<file path="config.mk">
export PLATFORM = sky130hd
export DESIGN_NAME = ddr3_init_seq_flat
export DESIGN_NICKNAME = d
export VERILOG_FILES = /design/src/rtl/ddr3_init_seq_pkg.sv /design/src/rtl/ddr3_init_seq_if.sv /design/src/rtl/ddr3_wait_timer.sv /design/src/rtl/ddr3_init_seq.sv /design/src/flat_wrapper.sv
export SDC_FILE = /design/constraint.sdc
export NUM_CORES = 1
export LEC_CHECK = 0
export CORE_ASPECT_RATIO = 0.6
export CORE_MARGIN = 1.5
export CORE_UTILIZATION = 40
export DETAILED_ROUTE_END_ITERATION = 6
export GPL_TIMING_DRIVEN = 1
export HOLD_SLACK_MARGIN = 0.08
export SKIP_LAST_GASP = 1
export SLEW_MARGIN = 20
export SYNTH_ARGS = -nofsm -noshare
export SYNTH_HDL_FRONTEND = slang
export SYNTH_SLANG_ARGS = --single-unit
</file>
<file path="constraint.sdc">
create_clock -name clk -period 4.7 [get_ports clk]
set_clock_uncertainty 0.05 [all_clocks]
set_input_delay 0.47 -clock clk [delete_from_list [all_inputs] [get_ports clk]]
set_output_delay 0.47 -clock clk [all_outputs]
set_load 0.03 [all_outputs]
</file>
<file path="src/rtl/ddr3_init_seq_pkg.sv">
// Shared definitions for the DDR3 initialisation sequencer.
// Holds the command encodings, FSM state codes, default mode-register values,
// the address/bank mirroring helpers and a parameter range helper.
package ddr3_pkg;

   // {cs#, ras#, cas#, we#}
   localparam logic [3:0] CMD_NOP  = 4'b0111;
   localparam logic [3:0] CMD_MRS  = 4'b0000;
   localparam logic [3:0] CMD_ZQCL = 4'b0110;

   typedef logic [3:0] state_t;
   localparam state_t ST_IDLE     = 4'd0;
   localparam state_t ST_RST_LO   = 4'd1;
   localparam state_t ST_CKE_WAIT = 4'd2;
   localparam state_t ST_XPR      = 4'd3;
   localparam state_t ST_MRS      = 4'd4;
   localparam state_t ST_MRS_WAIT = 4'd5;
   localparam state_t ST_ZQ       = 4'd6;
   localparam state_t ST_ZQ_WAIT  = 4'd7;
   localparam state_t ST_DONE     = 4'd8;

   localparam logic [12:0] MR0_DEFAULT = 13'h0510;
   localparam logic [12:0] MR1_DEFAULT = 13'h0010;
   localparam logic [12:0] MR2_DEFAULT = 13'h0000;
   localparam logic [12:0] MR3_DEFAULT = 13'h0000;

   // Odd ranks on a mirrored DIMM see A3/A4, A5/A6, A7/A8 swapped.
   function automatic logic [12:0] mirror_addr(input logic [12:0] a_in);
      logic [12:0] m;
      m    = a_in;
      m[3] = a_in[4];
      m[4] = a_in[3];
      m[5] = a_in[6];
      m[6] = a_in[5];
      m[7] = a_in[8];
      m[8] = a_in[7];
      return m;
   endfunction

   function automatic logic [2:0] mirror_ba(input logic [2:0] b);
      return {b[2], b[0], b[1]};
   endfunction

   function automatic bit t_ok(input longint t, input int w);
      return (t > 0) && (t < (longint'(1) << w));
   endfunction

endpackage

</file>
<file path="src/rtl/ddr3_init_seq_if.sv">
// DDR3 command/address pins plus the init/ready/busy handshake.
// master: the sequencer (drives pins, ready, busy; receives init)
// slave : memory side / controller (observes pins, drives init)
interface ddr3_init_seq_if #(
   parameter int N_RANKS = 1,
   parameter int ADDR_W  = 13
);
   logic                init;
   logic                ready;
   logic                busy;
   logic                resetbar;
   logic [N_RANKS-1:0]  cke;
   logic [N_RANKS-1:0]  csbar;
   logic                rasbar;
   logic                casbar;
   logic                webar;
   logic [2:0]          ba;
   logic [ADDR_W-1:0]   a;
   logic [N_RANKS-1:0]  odt;
   logic                ts_con;

   modport master (
      input  init,
      output ready, busy, resetbar, cke, csbar, rasbar, casbar, webar,
             ba, a, odt, ts_con
   );

   modport slave (
      output init,
      input  ready, busy, resetbar, cke, csbar, rasbar, casbar, webar,
             ba, a, odt, ts_con
   );
endinterface

</file>
<file path="src/rtl/ddr3_wait_timer.sv">
// Down-counter used for every wait phase of the init sequence.
// Ports: clk, RESET (sync, active-high), load/load_val (reload),
//        value (current count), done (count is zero).
module ddr3_wait_timer #(
   parameter int CNT_W = 20
) (
   input  logic             clk,
   input  logic             RESET,
   input  logic             load,
   input  logic [CNT_W-1:0] load_val,
   output logic [CNT_W-1:0] value,
   output logic             done
);

   always_ff @(posedge clk) begin
      if (RESET)
         value <= '0;
      else if (load)
         value <= load_val;
      else if (value != '0)
         value <= value - CNT_W'(1);
   end

   assign done = (value == '0);

endmodule

</file>
<file path="src/rtl/ddr3_init_seq.sv">
// DDR3 power-up sequencer: reset pin phase, CKE, then per rank MR2/MR3/MR1/MR0
// and ZQCL, then ready. Odd ranks optionally get DIMM address mirroring.
// Ports: clk, RESET (sync, active-high), bus (master side of ddr3_init_seq_if).
//
// state       | meaning
// ST_IDLE     | after reset, pins parked, waiting for init edge
// ST_RST_LO   | resetbar low for T_RSTL
// ST_CKE_WAIT | resetbar high, cke low for T_CKE_WAIT
// ST_XPR      | cke high, NOP for T_XPR
// ST_MRS      | MRS for mode register mr_idx on rank, T_CMD cycles
// ST_MRS_WAIT | NOP for T_MRD (T_MOD after MR0)
// ST_ZQ       | ZQCL on rank, T_CMD cycles
// ST_ZQ_WAIT  | NOP for T_ZQINIT, then next rank or done
// ST_DONE     | ready, NOP; init edge restarts
module ddr3_init_seq
   import ddr3_pkg::*;
#(
   parameter int          N_RANKS    = 1,
   parameter int          ADDR_W     = 13,
   parameter int          CNT_W      = 20,
   parameter int          T_RSTL     = 125000,
   parameter int          T_CKE_WAIT = 312500,
   parameter int          T_XPR      = 76,
   parameter int          T_CMD      = 2,
   parameter int          T_MRD      = 6,
   parameter int          T_MOD      = 30,
   parameter int          T_ZQINIT   = 1024,
   parameter logic [12:0] MR0_VAL    = MR0_DEFAULT,
   parameter logic [12:0] MR1_VAL    = MR1_DEFAULT,
   parameter logic [12:0] MR2_VAL    = MR2_DEFAULT,
   parameter logic [12:0] MR3_VAL    = MR3_DEFAULT,
   parameter bit          MIRROR     = 1'b1
) (
   input logic              clk,
   input logic              RESET,
   ddr3_init_seq_if.master  bus
);

   localparam bit PARAMS_OK = (N_RANKS >= 1) && (N_RANKS <= 4) &&
                              (ADDR_W >= 13) && (ADDR_W <= 16) &&
                              t_ok(T_RSTL, CNT_W) && t_ok(T_CKE_WAIT, CNT_W) &&
                              t_ok(T_XPR, CNT_W) && t_ok(T_CMD, CNT_W) &&
                              t_ok(T_MRD, CNT_W) && t_ok(T_MOD, CNT_W) &&
                              t_ok(T_ZQINIT, CNT_W);

   // Timer counts down to zero, so each phase loads T-1.
   localparam logic [CNT_W-1:0] L_RSTL   = CNT_W'(T_RSTL - 1);
   localparam logic [CNT_W-1:0] L_CKE    = CNT_W'(T_CKE_WAIT - 1);
   localparam logic [CNT_W-1:0] L_XPR    = CNT_W'(T_XPR - 1);
   localparam logic [CNT_W-1:0] L_CMD    = CNT_W'(T_CMD - 1);
   localparam logic [CNT_W-1:0] L_MRD    = CNT_W'(T_MRD - 1);
   localparam logic [CNT_W-1:0] L_MOD    = CNT_W'(T_MOD - 1);
   localparam logic [CNT_W-1:0] L_ZQINIT = CNT_W'(T_ZQINIT - 1);
   localparam logic [1:0]       LAST_RANK = 2'(N_RANKS - 1);

   state_t             state;
   logic [1:0]         rank;
   logic [1:0]         mr_idx;      // 0..3 = MR2, MR3, MR1, MR0
   logic               init_q, init_q_d;
   logic               init_rise, start;
   logic               tmr_load, tmr_done;
   logic [CNT_W-1:0]   tmr_val, tmr_value;
   logic [3:0]         cmd;
   logic [12:0]        mr_val;
   logic [2:0]         mr_ba;
   logic [ADDR_W-1:0]  a_out;
   logic [2:0]         ba_out;
   logic [N_RANKS-1:0] cs_out;

   assign init_rise = init_q & ~init_q_d;
   assign start     = init_rise && (state == ST_IDLE || state == ST_DONE);

   ddr3_wait_timer #(.CNT_W(CNT_W)) u_timer (
      .clk      (clk),
      .RESET    (RESET),
      .load     (tmr_load),
      .load_val (tmr_val),
      .value    (tmr_value),
      .done     (tmr_done)
   );

   // The load for the next phase is issued on the last cycle of the current one.
   always_comb begin
      tmr_load = 1'b0;
      tmr_val  = '0;
      case (state)
         ST_IDLE, ST_DONE: if (start)    begin tmr_load = 1'b1; tmr_val = L_RSTL; end
         ST_RST_LO:        if (tmr_done) begin tmr_load = 1'b1; tmr_val = L_CKE;  end
         ST_CKE_WAIT:      if (tmr_done) begin tmr_load = 1'b1; tmr_val = L_XPR;  end
         ST_XPR:           if (tmr_done) begin tmr_load = 1'b1; tmr_val = L_CMD;  end
         ST_MRS:           if (tmr_done) begin
                              tmr_load = 1'b1;
                              tmr_val  = (mr_idx == 2'd3) ? L_MOD : L_MRD;
                           end
         ST_MRS_WAIT:      if (tmr_done) begin tmr_load = 1'b1; tmr_val = L_CMD; end
         ST_ZQ:            if (tmr_done) begin tmr_load = 1'b1; tmr_val = L_ZQINIT; end
         ST_ZQ_WAIT:       if (tmr_done && rank != LAST_RANK) begin
                              tmr_load = 1'b1;
                              tmr_val  = L_CMD;
                           end
         default: ;
      endcase
   end

   always_ff @(posedge clk) begin
      if (RESET) begin
         state    <= ST_IDLE;
         rank     <= 2'd0;
         mr_idx   <= 2'd0;
         init_q   <= 1'b0;
         init_q_d <= 1'b0;
      end else begin
         init_q   <= bus.init;
         init_q_d <= init_q;
         case (state)
            ST_IDLE, ST_DONE: if (start) begin
                                 state  <= ST_RST_LO;
                                 rank   <= 2'd0;
                                 mr_idx <= 2'd0;
                              end
            ST_RST_LO:   if (tmr_done) state <= ST_CKE_WAIT;
            ST_CKE_WAIT: if (tmr_done) state <= ST_XPR;
            ST_XPR:      if (tmr_done) state <= ST_MRS;
            ST_MRS:      if (tmr_done) state <= ST_MRS_WAIT;
            ST_MRS_WAIT: if (tmr_done) begin
                            if (mr_idx == 2'd3) begin
                               state <= ST_ZQ;
                            end else begin
                               mr_idx <= mr_idx + 2'd1;
                               state  <= ST_MRS;
                            end
                         end
            ST_ZQ:       if (tmr_done) state <= ST_ZQ_WAIT;
            ST_ZQ_WAIT:  if (tmr_done) begin
                            if (rank == LAST_RANK) begin
                               state <= ST_DONE;
                            end else begin
                               rank   <= rank + 2'd1;
                               mr_idx <= 2'd0;
                               state  <= ST_MRS;
                            end
                         end
            default:     state <= ST_IDLE;
         endcase
      end
   end

   always_comb begin
      case (mr_idx)
         2'd0:    begin mr_val = MR2_VAL; mr_ba = 3'b010; end
         2'd1:    begin mr_val = MR3_VAL; mr_ba = 3'b011; end
         2'd2:    begin mr_val = MR1_VAL; mr_ba = 3'b001; end
         default: begin mr_val = MR0_VAL; mr_ba = 3'b000; end
      endcase
   end

   always_comb begin
      cmd    = CMD_NOP;
      a_out  = '0;
      ba_out = 3'b000;
      case (state)
         ST_MRS: begin
            cmd = CMD_MRS;
            if (MIRROR && rank[0]) begin
               a_out  = ADDR_W'(mirror_addr(mr_val));
               ba_out = mirror_ba(mr_ba);
            end else begin
               a_out  = ADDR_W'(mr_val);
               ba_out = mr_ba;
            end
         end
         ST_ZQ: begin
            cmd       = CMD_ZQCL;
            a_out[10] = 1'b1;
         end
         default: ;
      endcase
   end

   // NOP here is a deselect: chip select only drops during MRS/ZQCL.
   always_comb begin
      cs_out = '1;
      for (int i = 0; i < N_RANKS; i++) begin
         if ((state == ST_MRS || state == ST_ZQ) && rank == 2'(i) && !cmd[3])
            cs_out[i] = 1'b0;
      end
   end

   assign bus.resetbar = !(state == ST_IDLE || state == ST_RST_LO);
   assign bus.cke      = (state == ST_IDLE || state == ST_RST_LO || state == ST_CKE_WAIT)
                         ? '0 : '1;
   assign bus.csbar    = cs_out;
   assign bus.rasbar   = cmd[2];
   assign bus.casbar   = cmd[1];
   assign bus.webar    = cmd[0];
   assign bus.ba       = ba_out;
   assign bus.a        = a_out;
   assign bus.odt      = '0;
   assign bus.ts_con   = 1'b0;
   assign bus.ready    = (state == ST_DONE);
   assign bus.busy     = !(state == ST_IDLE || state == ST_DONE);

   always @(posedge clk) begin
      assert (PARAMS_OK)
         else $error("ddr3_init_seq: N_RANKS/ADDR_W/T_* parameter out of range");
      assert (tmr_done == (tmr_value == '0))
         else $error("ddr3_init_seq: wait timer done flag inconsistent");
   end

endmodule

</file>
<file path="src/flat_wrapper.sv">
// flat-port wrapper written by rule: the top's interface ports become plain ports
module ddr3_init_seq_flat import ddr3_pkg::*;
#(
   parameter int          N_RANKS    = 1,
   parameter int          ADDR_W     = 13,
   parameter int          CNT_W      = 20,
   parameter int          T_RSTL     = 125000,
   parameter int          T_CKE_WAIT = 312500,
   parameter int          T_XPR      = 76,
   parameter int          T_CMD      = 2,
   parameter int          T_MRD      = 6,
   parameter int          T_MOD      = 30,
   parameter int          T_ZQINIT   = 1024,
   parameter logic [12:0] MR0_VAL    = MR0_DEFAULT,
   parameter logic [12:0] MR1_VAL    = MR1_DEFAULT,
   parameter logic [12:0] MR2_VAL    = MR2_DEFAULT,
   parameter logic [12:0] MR3_VAL    = MR3_DEFAULT,
   parameter bit          MIRROR     = 1'b1
)
  (clk, RESET, bus_init, bus_ready, bus_busy, bus_resetbar, bus_cke, bus_csbar, bus_rasbar, bus_casbar, bus_webar, bus_ba, bus_a, bus_odt, bus_ts_con);
  ddr3_init_seq_if #(.N_RANKS(N_RANKS), .ADDR_W(ADDR_W)) bus_i ();
  input logic clk;
  input logic RESET;
  input wire logic [$bits(bus_i.init)-1:0] bus_init;
  output wire logic [$bits(bus_i.ready)-1:0] bus_ready;
  output wire logic [$bits(bus_i.busy)-1:0] bus_busy;
  output wire logic [$bits(bus_i.resetbar)-1:0] bus_resetbar;
  output wire logic [$bits(bus_i.cke)-1:0] bus_cke;
  output wire logic [$bits(bus_i.csbar)-1:0] bus_csbar;
  output wire logic [$bits(bus_i.rasbar)-1:0] bus_rasbar;
  output wire logic [$bits(bus_i.casbar)-1:0] bus_casbar;
  output wire logic [$bits(bus_i.webar)-1:0] bus_webar;
  output wire logic [$bits(bus_i.ba)-1:0] bus_ba;
  output wire logic [$bits(bus_i.a)-1:0] bus_a;
  output wire logic [$bits(bus_i.odt)-1:0] bus_odt;
  output wire logic [$bits(bus_i.ts_con)-1:0] bus_ts_con;
  assign bus_i.init = bus_init;
  assign bus_ready = bus_i.ready;
  assign bus_busy = bus_i.busy;
  assign bus_resetbar = bus_i.resetbar;
  assign bus_cke = bus_i.cke;
  assign bus_csbar = bus_i.csbar;
  assign bus_rasbar = bus_i.rasbar;
  assign bus_casbar = bus_i.casbar;
  assign bus_webar = bus_i.webar;
  assign bus_ba = bus_i.ba;
  assign bus_a = bus_i.a;
  assign bus_odt = bus_i.odt;
  assign bus_ts_con = bus_i.ts_con;
  ddr3_init_seq #(.N_RANKS(N_RANKS), .ADDR_W(ADDR_W), .CNT_W(CNT_W), .T_RSTL(T_RSTL), .T_CKE_WAIT(T_CKE_WAIT), .T_XPR(T_XPR), .T_CMD(T_CMD), .T_MRD(T_MRD), .T_MOD(T_MOD), .T_ZQINIT(T_ZQINIT), .MR0_VAL(MR0_VAL), .MR1_VAL(MR1_VAL), .MR2_VAL(MR2_VAL), .MR3_VAL(MR3_VAL), .MIRROR(MIRROR)) u_core (.clk(clk), .RESET(RESET), .bus(bus_i));
endmodule
</file>
; ---- Word-level counts from Yosys, hierarchy flattened
; Index checks and enable logic that the tools add are counted.
[totals]
regBits = 30
latch_bits = 0
ramBits = 0
mem_bits_ro = 0
inputBits = 3
output_inout_bits = 26
elab_cells = 104
mem_count = 0
[classes]
n_addsub = 3
n_mul = 0
n_div = 0
n_lt_le_gt_ge = 0
n_eq_ne = 21
n_shift = 0
mux = 45
bitwise = 2
n_reduce_logical = 27
[op_table]
columns = op, n
row1 = $pmux 20 s7, 1
row2 = $mux 20, 3
row3 = $mux 4, 9
row4 = $pmux 4 s8, 1
row5 = $pmux 11 s2, 1
row6 = $logic_not 20->1, 1
row7 = $mux 10, 2
row8 = $mux 2, 10
row9 = $reduce_bool 20->1, 1
row10 = $sub 20x1->20 const B, 1
row11 = $mux 19, 1
row12 = $mux 17, 1
row13 = $eq 4x3->1 const B, 4
row14 = $ne 2x1->1 const B, 8
row15 = $pmux 2 s3, 2
row16 = $mux 9, 1
row17 = $eq 4x2->1 const B, 2
row18 = $reduce_and 8->1, 1
row19 = $mux 1, 7
row20 = $mux 7, 1
row21 = $pmux 3 s2, 1
row22 = $reduce_and 6->1, 1
row23 = $reduce_bool 2->1, 3
row24 = $reduce_or 2->1, 3
row25 = other kinds (21), 32

; ---- Logic depth before layout (Yosys ltp)
; Gate-level depths: netlist (run 1).
[depth]
word_depth = 6
mapped_depth = 8
mapped_depth_nobuf = 7

; ---- Modules after synthesis
; A second synthesis (run 1) with hierarchy kept.
[hier_totals]
cells_unflattened = 256
hier_area_um2 = 2020.7
[modules_own_cells]
columns = mod, instances, cells_per_inst, area_each_um2, seq_area_each_um2
row1 = ddr3_wait_timer, 1, 122, 1081.0, 400.4
row2 = ddr3_init_seq, 1, 134, 939.7, 200.2

; ---- Least setup slack after synthesis (run 1)
; OpenSTA, ideal clock, no wires.
[synth_path]
kind = register to output
startpoint = register u_core.state[1]
endpoint = output port bus_ba[0]
arrival_time_ns = 1.670
t_required_ns = 4.180
path_slack_ns = 2.510
stages_incl_launch_ff = 6
path_buffers = 2
cell_sequence = dfxtp_1 clkbuf_1 clkbuf_1 nor3_1 inv_1 nor2_1
[synth_between]
elab_chain_cells = 2
[synth_rtl]
columns = item, line_no
row1 = from (decl), ddr3_init_seq.sv:56  ; state_t state;
row2 = from (signal assigned), ddr3_init_seq.sv:107  ; state <= ST_IDLE;
row3 = from (signal assigned), ddr3_init_seq.sv:117  ; state <= ST_RST_LO;
row4 = from (signal assigned), ddr3_init_seq.sv:121  ; ST_RST_LO: if (tmr_done) state <= ST_CKE_WAIT;
row5 = $eq 4x3->1, ddr3_init_seq.sv:161  ; case (state)
row6 = $mux 2, ddr3_init_seq.sv:161
row7 = to (decl), flat_wrapper.sv:33  ; output wire logic [$bits(bus_i.ba)-1:0] bus_ba;
; Every way passes these cells.

; ---- Worst setup path after layout (run 1)
[layout_path]
startpoint = register u_core.state[2]
endpoint = output port bus_a[3]
[layout_between]
elab_chain_cells = 2
[layout_rtl]
columns = item, line_no
row1 = $eq 4x3->1, ddr3_init_seq.sv:161
row2 = $mux 10, ddr3_init_seq.sv:161
row3 = to (decl), flat_wrapper.sv:34  ; output wire logic [$bits(bus_i.a)-1:0] bus_a;
; Every way passes these cells.

==> results of run 1 <==
## synthesized netlist by cell type (2+ instances only)
cell type	count
dfxtp_1	30
nor2_1	28
a21oi_1	24
nand2_1	15
nand3_1	15
buf_4	13
clkbuf_1	11
nor3_1	10
inv_1	9
ha_1	8
nor4_1	7
xnor2_1	7
xor2_1	6
nand2b_1	5
o21ai_1	5
o31ai_1	5
and3_1	4
mux2i_1	4
nor2b_1	4
a31oi_1	3
nand4_1	3
o21ai_0	3
o22ai_1	3
or3_1	3
or4_1	3
a311oi_1	2
nor3_2	2
o21bai_1	2
## stage by stage
step / area (µm²) / utilization (%) / cells
after CTS: 2310 / 46.2 / 342
after detailed placement: 2220 / 44.4 / 334
after floorplan: 2100 / - / 275
after global routing: 2310 / 46.2 / 342
after global placement: 2220 / 44.4 / 334
final: 2310 / 46.2 / 342
## worst max path at each step
| stage | start | endpoint | slack (ns) | cells past startpoint |
|---|---|---|---|---|
| detailed placement | u_core.u_timer.value[2]$_SDFFE_PP0P_ | u_core.mr_idx[0]$_SDFFE_PP0P_ | 1.92 | 5 |
| global placement | u_core.u_timer.value[2]$_SDFFE_PP0P_ | u_core.mr_idx[0]$_SDFFE_PP0P_ | 1.99 | 5 |
| CTS | u_core.state[2]$_SDFFE_PP0P_ | bus_a[3] | 1.73 | 5 |
| floorplan | u_core.state[1]$_SDFFE_PP0P_ | bus_ba[0] | 2.51 | 5 |
| global route | u_core.state[2]$_SDFFE_PP0P_ | bus_a[3] | 1.46 | 5 |
| finish | u_core.state[2]$_SDFFE_PP0P_ | bus_a[3] | 1.63 | 5 |
## per-layer routing
metal  track usage, %  vias to the layer above  wire length, µm
li1                 -                      960                -
met1             33.8                      907             2870
met2             25.3                       59             1970
met3             5.68                        5              389
met4             8.19                        0               57
met5                0                        -                0
## registers in the layout, indices dropped and copies added (netlist names)
| signal | cells |
|---|---|
| u_core.init_q | 1 |
| u_core.u_timer.value | 20 |
| u_core.init_q_d | 1 |
| u_core.state | 4 |
| u_core.mr_idx | 2 |
| u_core.rank | 2 |
## layout make-up
cell class | count | area [µm²]
inverter | 10 | 37.5
multi-input combinational | 210 | 1320
clock buffer | 7 | 86.3
tap | 66 | 82.6
clock inverter | 1 | 5.00
sequential | 30 | 601
fill | 511 | 2690
timing repair buffer | 18 | 178
## cell families after synthesis
| kind of cell | after synthesis |
|---|---|
| compound gates | 60 |
| xor+xnor | 13 |
| fa+ha+maj | 8 |
| buf+inv | 35 |
| flops | 30 |
| mux | 5 |
| other cells | 1 |
| simple gates | 113 |
## worst register-to-register path, cell delays in order, from the launching register on
cell	delay [ns]
dfxtp_1	0.37
nor4_2	0.62
and4_1	0.36
nand3_1	0.69
a31oi_1	0.55
mux2i_1	0.22
## power by group
group / internal (mW) / switching (mW)
clock network: 0.118 / 0.103
logic: 0.256 / 0.352
registers: 0.327 / 0.102
total: 0.701 / 0.557
==> impl_metrics.tcl, run 1 <==
set metrics [dict create \
    grt_start_max_net_pins 33 \
    die_area_um2 5620 \
    synth-edff-count 0 \
    fmax_mhz 326 \
    power_mw 1.26 \
    firstDrtPassIters 4 \
    hpwl_um 3760 \
    synthArstFlopShare_pct 0 \
    critPathKind "reg2out" \
    synth_top_area_cell "dfxtp_1" \
    track_usage_pct 21.0 \
    cts-buffers-inserted 5 \
    root_buffer "clkbuf_8" \
    antennaDiodeCount 0 \
    post-route-drc-count 0 \
    clock_latency_ns 0.29 \
    vias 1931 \
    cts_tree "built" \
    h-tree-depth 2 \
    min_period_ns 3.07 \
    final_common_cell "dfxtp_1" \
    slew_headroom_pct 36.9 \
    ys.flop_type "dfxtp_1" \
    die_h_um 58.7 \
    syn-cell-area_um2 2070 \
    rsz0062_at_grt "no" \
    reg2reg_slack_ns 1.79 \
    cp.required_ns 4.18 \
    layout-drive-gt1-share_pct 7.25 \
    ys_types 59 \
    grt_pass1_wl_um 8850 \
    ant_nets 0 \
    critPathTopFamily "simple AND/OR/NAND/NOR gates" \
    crit_path_max_incr_delay_ns 0.68 \
    hp-class "reg2reg" \
    synthXorXnorAreaFrac_pct 5.51 \
    io_buffer_count 17 \
    synth-compound-area-share_pct 18.5 \
    most-common-layout-cells "30 x dfxtp_1, 28 x nor2_1, 24 x a21oi_1" \
    rows 20 \
    r2r-end "u_core.mr_idx[1]$_SDFFE_PP0P_" \
    worst_setup_path_start_kind "flop" \
    maxCapViolCount 0 \
    yosys-mux-area-fraction_pct 2.48 \
    worstPathCellList "nand2b_1 -> nor3_1 -> o21ai_0 -> nor2_1 -> clkdlybuf4s50_1" \
    synth.avg_cell_area_um2 7.80 \
    first_iter_violations 118 \
    path_buf_inv 1 \
    maxSlewViolCount 0 \
    post_cts_buffers 0 \
    grt_pass1_vias 1705 \
    routabilityCongestion 0.854 \
    pre_cts_ws_ns 1.92 \
    r2r_cells 5 \
    ys_warn_count 0 \
    synth_cells 265 \
    setup_slack_ns 1.63 \
    hold_path_startpoint "u_core.u_timer.value[18]$_SDFFE_PP0P_" \
    grt-ovfl-total 0 \
    holdBufCountCts 0 \
    whs_path_depth 1 \
    yosys.area_share.adder_pct 4.85 \
    power_density_nw_per_um2 544 \
    clockBufferDepth 2 \
    synthSimpleGateAreaFrac_pct 30.6 \
    tightest_slew_ns 0.944 \
    whs_ns 0.434 \
    worstPathMaxFanout 13 \
    core_area_um2 5000 \
    period_share_pct 65.3 \
    worst_path_max_delay_cell "clkdlybuf4s50_1" \
    die_width_um 95.8 \
    synth-seq-area-share_pct 29.1 \
    vias_per_cell 5.65 \
    wirelength_um 5290 \
    antenna_found_initial 0 \
    post_cts_resized 0 \
    ios 29 \
    vdd_drop_max_mv 0.244 \
    r2r_start "u_core.u_timer.value[2]$_SDFFE_PP0P_" \
    endpoint_kind "output pin" \
    status "completed" \
    post_drt_wl_per_cell_um 15.5 \
    yosysTopAreaCellShare_pct 29.1 \
    synth_top_family_by_area "simple AND/OR/NAND/NOR gates" \
    ys_seq_elements 30 \
    fin_tns_setup_ns 0 \
    initial_core_util_pct 41.3 \
    setup_viol 0 \
    cp.arrival_ns 2.55 \
    clk_transition_reported_paths_ns 0.07 \
    p_leak_nw 0.875 \
    clock_sinks 30 \
    min_to "u_core.u_timer.value[18]$_SDFFE_PP0P_" \
    final_nets 286 \
    syn2layout_area_growth_pct 11.9 \
    hold_viol 0 \
    synthTopCellsByArea "dfxtp_1 29%, a21oi_1 5.8%, nor2_1 5.1%" \
]
Power figures use the tool's default switching activity.
==> run 2: changes to the inputs <==
Clock period 4.7 ns to 2.67 ns, I/O delays scaled along.
==> run 2 against run 1 <==
Sequential cell count did not move. Cell count is 2.6% higher. Sequential share of layout area down 0.79 points. Critical path type unchanged.
==> impl_metrics.tcl, run 2 (synthesis gave the netlist of run 1 again) <==
set metrics [dict create \
    cts-buffers-inserted 5 \
    hpwl_um 3970 \
    hold_viol 0 \
    post_drt_wl_per_cell_um 15.2 \
    crit_path_max_incr_delay_ns 0.69 \
    io_buffer_count 17 \
    grt_pass1_vias 1633 \
    final_common_cell "dfxtp_1" \
    die_h_um 58.7 \
    pre_cts_ws_ns 0.392 \
    core_area_um2 5000 \
    layout-drive-gt1-share_pct 10.5 \
    routabilityCongestion 0.841 \
    vias_per_cell 5.46 \
    antenna_found_initial 0 \
    track_usage_pct 21.0 \
    most-common-layout-cells "30 x dfxtp_1, 28 x nor2_1, 24 x a21oi_1" \
    power_density_nw_per_um2 946 \
    cp.required_ns 2.35 \
    root_buffer "clkbuf_8" \
    top_register "u_core.u_timer.value" \
    final_nets 295 \
    worstPathCellList "nor3_2 -> o21ai_0 -> nor2_1 -> clkdlybuf4s50_1" \
    grt-ovfl-total 0 \
    worst_setup_path_start_kind "flop" \
    post_cts_buffers 0 \
    clock_latency_ns 0.29 \
    ant_nets 0 \
    cp.arrival_ns 2.12 \
    maxCapViolCount 0 \
    cts_tree "built" \
    tightest_slew_ns 0.576 \
    h-tree-depth 2 \
    syn2layout_area_growth_pct 15.4 \
    min_period_ns 2.44 \
    p_leak_nw 0.922 \
    firstDrtPassIters 4 \
    ios 29 \
    post_cts_resized 0 \
    critPathKind "reg2out" \
    vias 1916 \
    period_share_pct 91.3 \
    clk_transition_reported_paths_ns 0.07 \
    clockBufferDepth 2 \
    worstPathMaxFanout 16 \
    status "completed" \
    setup_slack_ns 0.232 \
    maxSlewViolCount 0 \
    grt_pass1_wl_um 8640 \
    slew_headroom_pct 61.6 \
    endpoint_kind "output pin" \
    wirelength_um 5320 \
    fin_tns_setup_ns 0 \
    clock_sinks 30 \
    largest_reg_flops 20 \
    utilization_pct 47.6 \
    hp-class "reg2reg" \
    setup_viol 0 \
    rsz0062_at_grt "no" \
    largestRegisters "u_core.u_timer.value x20, u_core.state x4" \
    first_iter_violations 123 \
    vdd_drop_max_mv 0.548 \
    holdBufCountCts 0 \
    die_width_um 95.8 \
    grt_start_max_net_pins 32 \
    fmax_mhz 410 \
    initial_core_util_pct 41.3 \
    post-route-drc-count 0 \
    worst_path_max_delay_cell "clkdlybuf4s50_1" \
    rows 20 \
    antennaDiodeCount 0 \
    die_area_um2 5620 \
]
## run 2: cell types whose count changed in the layout (fill, tap and decap cells not counted)
cell	previous run	this run
nor3_2	2	3
buf_4	1	10
nor3_1	10	9
## run 2: worst max-delay path, delay by kind of cell, from the launching register on
family / cells / cell delay, ns
AOI/OAI and AO/OA: 1 / 0.20
buffers and inverters: 1 / 0.69
DFF: 1 / 0.49
and+or+nand+nor: 2 / 0.45
## run 2: area by class of cell
class                      count  area (µm²)
fill                         503        2620
multi-input combinational    210        1330
sequential                    30         601
timing repair buffer          27         245
clock buffer                   7        86.3
tap                           66        82.6
inverter                      10        37.5
clock inverter                 1        5.00
## run 2: routing by layer
| layer | wire [µm] | global-route usage, % | share of wire, % |
|---|---|---|---|
| met1 | 2910 | 33.8 | 55 |
| met4 | 63 | 6.93 | 1.2 |
| met3 | 450 | 6.85 | 8.5 |
| met5 | 0 | 0 | 0 |
| met2 | 1900 | 24.7 | 36 |
## run 2: worst paths after layout
check,startpoint,to,slack [ns],depth (start not counted)
max reg2reg,u_core.rank[0]$_SDFFE_PP0P_,u_core.u_timer.value[5]$_SDFFE_PP0P_,0.35,7
min,u_core.init_q$_SDFF_PP0_,u_core.init_q_d$_SDFF_PP0_,0.43,1
min reg2reg,u_core.init_q$_SDFF_PP0_,u_core.init_q_d$_SDFF_PP0_,0.43,1
max,u_core.state[0]$_SDFFE_PP0P_,bus_a[4],0.23,4
## run 2: power by group
group	internal [mW]	switching, mW
Clock	0.208	0.177
Combinational	0.487	0.629
Sequential	0.576	0.180
Total	1.27	0.986
## run 2: per-stage QoR
step,hold slack (ns),power [mW],instances,cell area [µm²]
after floorplan,0.345,1.60,275,2100
after global placement,0.420,1.85,343,2290
after detailed placement,0.425,1.85,343,2290
after CTS,0.435,2.24,351,2380
after global routing,0.443,2.44,351,2380
final,0.433,2.26,351,2380
